<file path="src/rtl/toggle_pulse_rx_if.sv">
`default_nettype none
// ============================================================================
//  Module   : toggle_pulse_rx_if
//  Purpose  : Signal bundle for the toggle-pulse receiver. Carries the
//             incoming toggle line, the enable/clear controls and the
//             pending-event valid/ready handshake.
//  Modports : slave  - the receiver (drives level/pulse/handshake/status)
//             master - the environment (drives t_in, en, ev_ready, clr_ovf)
//  Revision : 1.0  initial release
// ============================================================================
interface toggle_pulse_rx_if #(
  parameter int PEND_W = 4,
  parameter int CNT_W  = 8
);
  logic              t_in;
  logic              en;
  logic              ev_ready;
  logic              clr_ovf;
  logic              level;
  logic              pulse;
  logic              ev_valid;
  logic [PEND_W-1:0] pending;
  logic [CNT_W-1:0]  ev_count;
  logic              overflow;

  modport master (
    output t_in, en, ev_ready, clr_ovf,
    input  level, pulse, ev_valid, pending, ev_count, overflow
  );

  modport slave (
    input  t_in, en, ev_ready, clr_ovf,
    output level, pulse, ev_valid, pending, ev_count, overflow
  );
endinterface
`default_nettype wire

</file>
<file path="src/rtl/toggle_pulse_rx.sv">
`default_nettype none
// ============================================================================
//  Module   : toggle_pulse_rx
//  Purpose  : Consumer end of a toggle-encoded event link. Synchronises the
//             remote toggle line, turns each level change into a one-cycle
//             pulse, and tracks a saturating pending-event credit (valid/ready),
//             a wrapping total-event count and a sticky overflow flag.
//  Ports    : clk    - sole clock, rising edge
//             reset  - synchronous, active-high
//             bus    - toggle_pulse_rx_if.slave
//                      in : t_in (async), en, ev_ready, clr_ovf
//                      out: level, pulse, ev_valid, pending, ev_count, overflow
//  Revision : 1.0  initial release
// ============================================================================
module toggle_pulse_rx #(
  parameter int SYNC_STAGES = 2,
  parameter int PEND_W      = 4,
  parameter int CNT_W       = 8
) (
  input  logic               clk,
  input  logic               reset,
  toggle_pulse_rx_if.slave   bus
);

  localparam int                c_prime_w    = $clog2(SYNC_STAGES + 1);
  localparam logic [c_prime_w-1:0] c_prime_last = c_prime_w'(SYNC_STAGES);
  localparam logic [PEND_W-1:0] c_pend_max   = '1;

  typedef enum logic [1:0] {
    PRIME = 2'd0,
    RUN   = 2'd1,
    HOLD  = 2'd2
  } state_t;

  state_t                 r_state;
  logic [c_prime_w-1:0]   r_prime_cnt;
  logic [SYNC_STAGES-1:0] r_sync;
  logic                   r_last;
  logic                   r_pulse;
  logic                   r_ev_valid;
  logic [PEND_W-1:0]      r_pending;
  logic [CNT_W-1:0]       r_ev_count;
  logic                   r_overflow;

  logic                   w_level;
  logic                   w_edge;
  logic                   w_event;
  logic                   w_accept;
  logic [PEND_W-1:0]      w_pend_nxt;
  logic                   w_ovf_set;

  assign w_level  = r_sync[SYNC_STAGES-1];
  assign w_edge   = w_level ^ r_last;
  // Only RUN with en still high accepts edges; the cycle that drops en is
  // already gated off even though the state change to HOLD is registered.
  assign w_event  = (r_state == RUN) && bus.en && w_edge;
  assign w_accept = (r_pending != '0) && bus.ev_ready;

  // Credit update. An event and an accept together cancel, so a full
  // counter is not considered overflowed in that case.
  always_comb begin
    w_pend_nxt = r_pending;
    w_ovf_set  = 1'b0;
    if (w_event && !w_accept) begin
      if (r_pending == c_pend_max) begin
        w_ovf_set = 1'b1;
      end else begin
        w_pend_nxt = r_pending + 1'b1;
      end
    end else if (!w_event && w_accept) begin
      w_pend_nxt = r_pending - 1'b1;
    end
  end

  // Synchroniser and history flop run in every state so that edges seen
  // while primed or on hold are absorbed rather than replayed later.
  always_ff @(posedge clk) begin
    if (reset) begin
      r_sync <= '0;
      r_last <= 1'b0;
    end else begin
      r_sync <= {r_sync[SYNC_STAGES-2:0], bus.t_in};
      r_last <= w_level;
    end
  end

  always_ff @(posedge clk) begin
    if (reset) begin
      r_state     <= PRIME;
      r_prime_cnt <= '0;
    end else begin
      case (r_state)
        PRIME: begin
          // SYNC_STAGES+1 cycles lets the synchroniser and the history
          // flop both reflect the real line level before edges count.
          if (r_prime_cnt == c_prime_last) begin
            r_state <= bus.en ? RUN : HOLD;
          end else begin
            r_prime_cnt <= r_prime_cnt + 1'b1;
          end
        end
        RUN: begin
          if (!bus.en) r_state <= HOLD;
        end
        HOLD: begin
          if (bus.en) r_state <= RUN;
        end
        default: r_state <= PRIME;
      endcase
    end
  end

  always_ff @(posedge clk) begin
    if (reset) begin
      r_pulse    <= 1'b0;
      r_ev_valid <= 1'b0;
      r_pending  <= '0;
      r_ev_count <= '0;
      r_overflow <= 1'b0;
    end else begin
      r_pulse    <= w_event;
      r_pending  <= w_pend_nxt;
      r_ev_valid <= (w_pend_nxt != '0);
      if (w_event) r_ev_count <= r_ev_count + 1'b1;
      // Set has priority over a simultaneous clear.
      if (w_ovf_set) begin
        r_overflow <= 1'b1;
      end else if (bus.clr_ovf) begin
        r_overflow <= 1'b0;
      end
    end
  end

  assign bus.level    = w_level;
  assign bus.pulse    = r_pulse;
  assign bus.ev_valid = r_ev_valid;
  assign bus.pending  = r_pending;
  assign bus.ev_count = r_ev_count;
  assign bus.overflow = r_overflow;

endmodule
`default_nettype wire
</file>
<file path="src/flat_wrapper.sv">
// flat-port wrapper written by rule: the top's interface ports become plain ports
module toggle_pulse_rx_flat 
#(
  parameter int SYNC_STAGES = 2,
  parameter int PEND_W      = 4,
  parameter int CNT_W       = 8
)
  (clk, reset, bus_t_in, bus_en, bus_ev_ready, bus_clr_ovf, bus_level, bus_pulse, bus_ev_valid, bus_pending, bus_ev_count, bus_overflow);
  toggle_pulse_rx_if #(.PEND_W(PEND_W), .CNT_W(CNT_W)) bus_i ();
  input  logic clk;
  input  logic reset;
  input wire logic [$bits(bus_i.t_in)-1:0] bus_t_in;
  input wire logic [$bits(bus_i.en)-1:0] bus_en;
  input wire logic [$bits(bus_i.ev_ready)-1:0] bus_ev_ready;
  input wire logic [$bits(bus_i.clr_ovf)-1:0] bus_clr_ovf;
  output wire logic [$bits(bus_i.level)-1:0] bus_level;
  output wire logic [$bits(bus_i.pulse)-1:0] bus_pulse;
  output wire logic [$bits(bus_i.ev_valid)-1:0] bus_ev_valid;
  output wire logic [$bits(bus_i.pending)-1:0] bus_pending;
  output wire logic [$bits(bus_i.ev_count)-1:0] bus_ev_count;
  output wire logic [$bits(bus_i.overflow)-1:0] bus_overflow;
  assign bus_i.t_in = bus_t_in;
  assign bus_i.en = bus_en;
  assign bus_i.ev_ready = bus_ev_ready;
  assign bus_i.clr_ovf = bus_clr_ovf;
  assign bus_level = bus_i.level;
  assign bus_pulse = bus_i.pulse;
  assign bus_ev_valid = bus_i.ev_valid;
  assign bus_pending = bus_i.pending;
  assign bus_ev_count = bus_i.ev_count;
  assign bus_overflow = bus_i.overflow;
  toggle_pulse_rx #(.SYNC_STAGES(SYNC_STAGES), .PEND_W(PEND_W), .CNT_W(CNT_W)) u_core (.clk(clk), .reset(reset), .bus(bus_i));
endmodule
</file>
<file path="config.mk">
export PLATFORM = sky130hd
export DESIGN_NAME = toggle_pulse_rx_flat
export DESIGN_NICKNAME = d
export VERILOG_FILES = /design/src/rtl/toggle_pulse_rx_if.sv /design/src/rtl/toggle_pulse_rx.sv /design/src/flat_wrapper.sv
export SDC_FILE = /design/constraint.sdc
export NUM_CORES = 1
export LEC_CHECK = 0
export CAP_MARGIN = 10
export CORE_ASPECT_RATIO = 1.25
export CORE_UTILIZATION = 49
export DETAILED_ROUTE_END_ITERATION = 8
export PLACE_DENSITY_LB_ADDON = 0.1
export SLEW_MARGIN = 25
export SYNTH_ARGS = -nofsm -noshare
export SYNTH_HDL_FRONTEND = slang
export SYNTH_SLANG_ARGS = --single-unit
</file>
<file path="constraint.sdc">
create_clock -name clk -period 2 [get_ports clk]
set_input_delay 0.4 -clock clk [delete_from_list [all_inputs] [get_ports clk]]
set_output_delay 0.4 -clock clk [all_outputs]
set_load 0.02 [all_outputs]
</file>
==> impl_results.md <==
- DP Wirelength: 1720 um
- First-pass DRT Iterations: 6
- Die H: 53.2 um
- FF+latch count, synth: 22
- Tot Pwr: 1.42 mW
- Post-Syn Instances: 109
- Mapped Nets: 119
- Final worst-path cycle share: 94.2%
- Num CTS Buffers: 3
- Area leader, netlist: dfxtp_1
- Status: completed
- Storage cell area: 440 sq um
- Post-layout net count: 158
- GRT overflow: 0
- Initial antenna violation count: 0
- Final wirelength: 2280 um
- Final hold slack: 0.466 ns
- Startpoint Class: flop
- Inserted Diodes: 0
- Mapped cell area: 0.00103 sq mm
- Post-synthesis sequential area ratio: 42.9%
- First DRT Iteration DRCs: 16
- Worst Tran Pin Value: 0.525 ns
- Setup Fix Bufs, Post-CTS: 0
- Synth cell types: 39
- IO buf count: 21
- Post-DR vias/cell: 5.55
- Met2 routed WL: 1190 um
- Fmax achieved: 531 MHz
- Layout cells sized above 1: 17.1%
- Fin util: 70.5%
- Top Family by Delay on Critical Path: compound AO/OA/AOI/OAI gates
- Synth Flop Type: dfxtp_1
- Routed vias: 922
- Synth warn: 0
- Top post-synthesis cells by area: dfxtp_1, nor2_1, xor2_1, ha_1, xnor2_1
- Slew HR: 64.7%
- Multi-input logic area: 556 sq um
- Final slew viol count: 0
- H-tree Lvls: 1
- Arr. time, crit path: 2.06 ns
- Routed len/inst: 13.7 um
- Leak: 0.537 nW
- VDD IR-drop max: 693 uV
- Core footprint: 0.00198 sq mm
- Crit-path max cell delay: 0.41 ns
- Clk pin slew, worst setup/hold paths: 0.11 ns
- CTS tree: yes
- CP cell instances: inv_1 > ha_1 > or3b_4 > a211oi_4 > a21boi_1 > xnor2_1 > a41oi_2
- Worst R2R Start: u_core.bus.pending[1]
- Final setup fails: 0
- Die Footprint: 0.00228 sq mm
- Top-area cell type share of the netlist area: 42.9%
- Starting density of the core: 51.8%
- CP required: 2.18 ns
- CP Launch Point: u_core.bus.pending[1]
- Max Clock Skew: 0.00263 ns
- Largest net degree at the start of global routing: 16
- Antenna viol nets, final: 0
- Die width: 42.9 um
- FP Rows: 18
- Async SR Flop Fraction: 0%
- Fill cell count: 151
- Clk sinks: 22
- Synth-to-Final Area Change: 36.1%
- Max FO, Critical Path: 3
- Critical Path Sink Type: flop
- Num ports: 22
- Vias in the first global route: 843
- Hold WC Path Type: flop to flop
- Period minus WS final: 1.88 ns
- PwrDens: 1020 mW/mm^2
- WP buf/inv: 1
- Worst setup path class: flop to flop
- Gr usage total: 21.6%
- DRC: 0
- Clk_lat worst skew: 0.29 ns
- Hold buffer count at CTS: 0
- First-pass GRT wire length: 3660 um
- CTS Buffer Depth: 2
- Synth Area per Inst: 9.41 sq um
- Routability congestion estimate: 0.832
- WL met3: 62 um
- CTS root buffer: clkbuf_4
- Max_cap viols: 0
- Hold Crit Start: u_core.r_sync[0]
- CP max stage cell: or3b_4
- Number of flops mapped to enable cells by yosys: 0
- M1 WL: 984 um
- RSZ-0062 raised after global routing: false
- Final Hold Vio Count: 0
- Top routing layer in use: met4
-- layout make-up --
cell class	count	share of cell area (%)
multi-input cells	78	39.8
clock buffers	3	1.61
well taps	20	1.79
repair buffers	37	23.7
inverters	6	1.61
flip-flops and latches	22	31.5
-- cell usage after synthesis, drive strengths merged (2+ instances only) --
cell type	instances
buf	2
a21oi	3
inv	6
xnor2	5
dfxtp	22
ha	4
a31oi	2
nand4	2
a2111oi	2
nor2	15
nand2	4
nor2b	3
a211oi	4
xor2	6
nor3	4
nand3	6
-- cells by family (layout without fill, tap and decap cells) --
family                   after synthesis  after routing  synth area share, %
adder cells (fa/ha/maj)                4              4                 4.88
AND/OR/NAND/NOR                       43             43                 22.7
buffers and inverters                  9             46                 3.66
flip-flops                            22             22                 42.9
AO/OA/AOI/OAI                         20             20                 15.7
XOR/XNOR                              11             11                 10.1
-- worst reg2reg max path, cell delays in order, from the launching register on --
cell and delay, ns:
dfxtp_1 0.32, inv_1 0.09, ha_1 0.16, or3b_4 0.41
a211oi_4 0.24, a21boi_1 0.11, xnor2_1 0.29, a41oi_2 0.14
-- placed cells by master (no fill, tap or decap), drive strengths merged, types with 2 or more instances in the layout --
master         instances
nor2                  15
ha                     4
nand2                  4
nand4                  2
a2111oi                2
xor2                   6
inv                    6
dfxtp                 22
nor3                   4
a211oi                 4
xnor2                  5
buf                   16
a31oi                  2
clkdlybuf4s50         21
nand3                  6
clkbuf                 3
nor2b                  3
a21oi                  3
-- flip-flops by register name, summed over array words and instances (netlist names) --
register	flops
u_core.bus.pulse	1
u_core.bus.ev_count	8
u_core.r_prime_cnt	2
u_core.bus.ev_valid	1
u_core.bus.overflow	1
u_core.bus.pending	4
u_core.r_sync	2
u_core.r_last	1
u_core.r_state	2
-- metal layers --
metal,vias to the layer above,GRT usage [%]
met1,429,25.2
met2,20,38.9
li1,468,-
met4,0,9.38
met5,-,0
met3,5,3.07
-- power by group --
group	switching, mW	internal, mW
clock network	0.117	0.0701
logic	0.344	0.343
registers	0.0388	0.506
total	0.500	0.919
-- worst paths after layout --
| check | end | slack (ns) | cells after the start |
|---|---|---|---|
| hold / removal | u_core.r_sync[1] | 0.47 | 1 |
| hold reg to reg | u_core.r_sync[1] | 0.47 | 1 |
| setup / recovery | u_core.bus.ev_valid | 0.12 | 7 |
| setup reg to reg | u_core.bus.ev_valid | 0.12 | 7 |
-- repair_timing --
action,CTS,global route
endpoints found under the setup margin,0,1
hold endpoints to repair,0,0
gates resized for setup,0,2
-- metrics by stage --
step | std cells | worst slack [ns] | setup TNS (ns) | instance area, sq um
after global routing | 166 | 0.0113 | 0 | 1400
after CTS | 166 | 0.0632 | 0 | 1390
after detailed placement | 163 | -0.113 | -0.299 | 1370
after floorplan | 109 | 0.0668 | 0 | 1030
final | 166 | 0.115 | 0 | 1400
after global placement | 163 | -0.0921 | -0.123 | 1370
Note: power is estimated with default switching activity, not from simulation.
